==> config.mk <==
export PLATFORM = sky130hd
export DESIGN_NAME = input_scanner
export DESIGN_NICKNAME = d
export VERILOG_FILES = /design/src/rtl/input_scanner.sv
export SDC_FILE = /design/constraint.sdc
export NUM_CORES = 1
export LEC_CHECK = 0
export ABC_AREA = 1
export BUFFER_PORTS_ARGS = -buffer_cell sky130_fd_sc_hd__clkbuf_2
export CORE_UTILIZATION = 58
export CTS_CLUSTER_DIAMETER = 40
export CTS_CLUSTER_SIZE = 8
export DETAILED_ROUTE_END_ITERATION = 7
export PLACE_DENSITY = 0.86
export SYNTH_ARGS = -nofsm -noshare
export SYNTH_HDL_FRONTEND = slang
export SYNTH_SLANG_ARGS = --single-unit
==> constraint.sdc <==
create_clock -name clk -period 2 [get_ports clk]
set_clock_uncertainty 0.15 [all_clocks]
set_input_delay 0 -clock clk [delete_from_list [all_inputs] [get_ports clk]]
set_output_delay 0 -clock clk [all_outputs]
set_load 0.01 [all_outputs]
==> src/rtl/input_scanner.sv <==
// Debounced multi-channel input scanner.
// Each raw field input is synchronised, then accepted as a new stable level
// only after it has differed from the current level for DEBOUNCE consecutive
// cycles. Accepted changes raise a per-channel sticky flag that the reader
// clears with read_ack; any_change summarises all flags.
module input_scanner #(
    parameter int WIDTH    = 3,
    parameter int SIZE     = 2**WIDTH,
    parameter int DEBOUNCE = 4
) (
    input  logic             clk,
    input  logic             reset,
    input  logic [SIZE-1:0]  raw_in,
    input  logic [WIDTH-1:0] address,
    input  logic             chip_enable,
    input  logic             read_ack,
    output logic             output_data,
    output logic             change_data,
    output logic             any_change
);

    // Counter just wide enough to hold DEBOUNCE; it is reloaded before it
    // can pass DEBOUNCE-1, so it never wraps.
    localparam int              CW       = $clog2(DEBOUNCE + 1);
    localparam logic [CW-1:0]   CNT_LAST = CW'(DEBOUNCE - 1);

    logic [SIZE-1:0] sync1_q;
    logic [SIZE-1:0] sync2_q;
    logic [SIZE-1:0] stable_q;
    logic [SIZE-1:0] stable_d;
    logic [SIZE-1:0] change_q;
    logic [SIZE-1:0] change_d;
    logic [CW-1:0]   cnt_q [SIZE];
    logic [CW-1:0]   cnt_d [SIZE];
    logic [SIZE-1:0] set_chg;
    logic [SIZE-1:0] ack_sel;

    // Decode which channel a qualified read_ack clears this cycle.
    always_comb begin
        // NOTE: every always_comb output gets a default first so no path
        // leaves it unassigned, which would otherwise infer a latch.
        ack_sel = '0;
        for (int i = 0; i < SIZE; i++) begin
            ack_sel[i] = read_ack && chip_enable && (int'(address) == i);
        end
    end

    // Per-channel debounce: count cycles of disagreement, accept on the last.
    always_comb begin
        stable_d = stable_q;
        set_chg  = '0;
        for (int i = 0; i < SIZE; i++) begin
            cnt_d[i] = '0;
            if (sync2_q[i] != stable_q[i]) begin
                if (cnt_q[i] == CNT_LAST) begin
                    stable_d[i] = sync2_q[i];
                    set_chg[i]  = 1'b1;
                end else begin
                    cnt_d[i] = cnt_q[i] + 1'b1;
                end
            end
        end
        // A newly accepted change wins over a same-cycle acknowledge.
        change_d = set_chg | (change_q & ~ack_sel);
    end

    // Synchroniser, stable levels, counters and change flags.
    always_ff @(posedge clk or posedge reset) begin
        if (reset) begin
            sync1_q  <= '0;
            sync2_q  <= '0;
            stable_q <= '0;
            change_q <= '0;
            // NOTE: the counter array is ordinary flops, not a RAM, so it
            // takes the asynchronous reset along with the rest of the state.
            for (int i = 0; i < SIZE; i++) begin
                cnt_q[i] <= '0;
            end
        end else begin
            // NOTE: non-blocking assignments so every flop samples the
            // pre-edge values; this is what makes sync1 -> sync2 two stages.
            sync1_q  <= raw_in;
            sync2_q  <= sync1_q;
            stable_q <= stable_d;
            change_q <= change_d;
            for (int i = 0; i < SIZE; i++) begin
                cnt_q[i] <= cnt_d[i];
            end
        end
    end

    // Read mux for the addressed channel; an out-of-range address reads 0.
    always_comb begin
        output_data = 1'b0;
        change_data = 1'b0;
        for (int i = 0; i < SIZE; i++) begin
            if (int'(address) == i) begin
                output_data = chip_enable & stable_q[i];
                change_data = chip_enable & change_q[i];
            end
        end
        any_change = |change_q;
    end

endmodule
==> flow_summary_export.csv <==
group,metric,value,unit
floorplan,start_util,61.7,%
timing,tightestPinTransition,487,ps
global_route,grtUsageTotal,19.1,%
layout,fin_area,0.00268,mm²
worst_setup_path,critical_path_arrival,1740,ps
worst_setup_path,slowest_stage,"dlygate4sd3_1",
worst_setup_path,slowest_delay,560,ps
worst_setup_path,critical_path.cell_chain,"dlygate4sd3_1 > clkbuf_2 > inv_1 > nor2_2 > nand2_1 > o21ai_1 > dlygate4sd3_1 > o21ai_1",
synth,synth-warning-count,0,
synth,ys_seq_elements,56,
synth,syn_avg_cell_area,10.3,µm²
layout,final_cell_mix,"dfrtp_1, nand2_1, inv_1, nor2_1, clkbuf_2",
synth,syn_area,0.00231,mm²
floorplan,die_x,65.1,µm
route,firstDrtPassIters,4,
flow_run,drv_cap,0,
global_route,grt_overflow,0,
synth,synth_nets,247,
timing,setup_viol,0,
synth,ys_seq_area_share,60.7,%
timing,final.min_clock_period,1700,ps
placement,dp_hpwl,2530,µm
global_route,met2_usage,31.9,%
clock_network,cts_num_sinks,56,
placement,dpl-instance-area,0.00243,mm²
worst_setup_path,required,2040,ps
clock_network,cts_made_buffers,5,
timing,maxSlewViolCount,0,
worst_setup_path,rr_startpoint,"change_q[3]",
placement,place_congestion,0.879,
route,drcViolationCount,0,
timing,finalHoldViolations,0,
route,vias,1528,
clock_network,path_clk_slew,100,ps
floorplan,coreArea,0.00374,mm²
route,vias_per_cell,4.91,
pwr,powerDensity,1140,mW/mm²
clock_network,ctsResizeCount,0,
global_route,grt_first_pass_wirelength,6150,µm
clock_network,cts_tree,"done",
worst_setup_path,r2r_slack,590,ps
route,drt-initial-drc-count,84,
layout,insertedDiodeCount,0,
pwr,leakage,1.35,nW
timing,finalSetupTns,0,ps
layout,drive_above_1_share,14.1,%
worst_setup_path,crit_path_end_kind,"register",
clock_network,h-tree-depth,2,
layout,register_area,0.00140,mm²
route,routed_wl,3490,µm
floorplan,io_pins,18,
global_route,use_met1,23.6,%
timing,fmax,589,MHz
layout,nets,285,
clock_network,cts_buffer_depth,2,
floorplan,rows,22,
route,final_antenna_net_count,0,
synth,synthCells,224,
timing,max_slew_margin,67.5,%
placement,port_buffers,17,
pwr,peakVddDrop,0.639,mV
global_route,antenna_found_initial,0,
layout,layout_commonest_cell,"dfrtp_1",
outcome,status,"finished, final reports clean",
synth,ys_types,21,
layout,area_growth,16.1,%
layout,multi_input_area,753,µm²
timing,rsz0062_at_grt,"no",
timing,fin_crit_sh,84.8,%
global_route,grt_pass1_vias,1506,
floorplan,die_area,0.00424,mm²
global_route,grt_max_degree,35,
worst_setup_path,critPathKind,"in2reg",
worst_hold_path,hold_path.class,"in2async",
clock_network,cts_root_buffer,"clkbuf_8",
layout,n_fill_cell,297,
worst_setup_path,reg2regPathDepth,3,
clock_network,clk_latency,310,ps
global_route,top_usage_layer,"met2",
worst_setup_path,cp_max_fo,4,
floorplan,die_h,65.1,µm
global_route,grt_use_met3,4.51,%
worst_setup_path,r2r-end,"change_q[3]",
worst_setup_path,start_kind,"primary input",
route,routedWlPerCell,11.2,µm
==> metal layers <==
layer	routed length [µm]	up-vias	share of wire (%)
met1	1620	709	47
li1	-	790	-
met2	1710	19	49
met3	93	10	2.7
met5	0	-	0
met4	63	0	1.8
==> worst max-delay path by stage <==
stage	startpoint	to	slack, ps	cells past startpoint
2_1_floorplan	reset	change_q[0]	480	1
3_3_place_gp	cnt_q[6]	stable_q[5]	700	3
3_5_place_dp	cnt_q[9]	stable_q[4]	670	3
4_1_cts	address[0]	change_q[5]	330	8
5_1_grt	address[0]	change_q[5]	180	8
6_report	address[0]	change_q[5]	300	8
==> layout make-up <==
| cell class | count | area share (%) |
|---|---|---|
| sequential | 56 | 52.3 |
| multi-input combinational | 135 | 28.1 |
| inverter | 30 | 4.20 |
| clock buffer | 6 | 2.71 |
| clock inverter | 2 | 0.607 |
| tap | 48 | 2.24 |
| timing repair buffer | 34 | 9.89 |
==> logic make-up (layout without fill, tap and decap cells) <==
group | count (synthesis) | after routing | synth area share [%]
AND/OR/NAND/NOR | 97 | 97 | 18.6
adder cells (fa/ha/maj) | 8 | 8 | 4.33
buffers and inverters | 33 | 72 | 6.72
flip-flops | 56 | 56 | 60.7
multiplexers | 6 | 6 | 2.93
AO/OA/AOI/OAI | 16 | 16 | 3.68
XOR/XNOR | 8 | 8 | 3.03
==> where the power goes <==
part / switching [mW] / total, mW / internal (mW)
combinational: 0.440 / 0.822 / 0.383
clock: 0.341 / 0.591 / 0.249
sequential: 0.204 / 1.64 / 1.44
==> state kept, by name (all words and copies together) (netlist names) <==
signal	count
sync2_q	8
cnt_q	24
change_q	8
sync1_q	8
stable_q	8
==> critical path, delay by kind of cell <==
family / cells / cell delay (ps)
compound gates: 2 / 170
simple gates: 2 / 270
buf+inv: 4 / 1300
==> synth_stat cells, drive strengths merged <==
cell    count  share of area (%)
nand3      10                2.2
mux2        6                2.9
nand4       4                1.1
nand2      46                7.8
nand3b      2               0.65
nor3       10                2.2
nor4        2               0.54
buf         3                1.8
o21ai      14                3.0
nor2       22                3.9
inv        30                4.9
nor3b       1               0.33
ha          8                4.3
xor2        6                2.3
dfrtp      56                 61
xnor2       2               0.76
o31ai       2               0.65
==> metrics by stage <==
stage	instances	setup slack [ps]	hold slack, ps	util, %	power [mW]
final	311	303	91.7	71.6	3.05
after detailed placement	287	671	-109	65.0	2.44
after global routing	311	177	130	71.6	3.29
after global placement	287	704	-113	65.0	2.39
after floorplan	224	479	-119	-	2.24
after CTS	311	330	103	71.6	3.08
==> repair_timing <==
item	in CTS	in global routing
endpoints found under the hold margin	72	0
hold buffers	16	0
buffers inserted	0	0
Note: power is estimated with default switching activity, not from simulation.
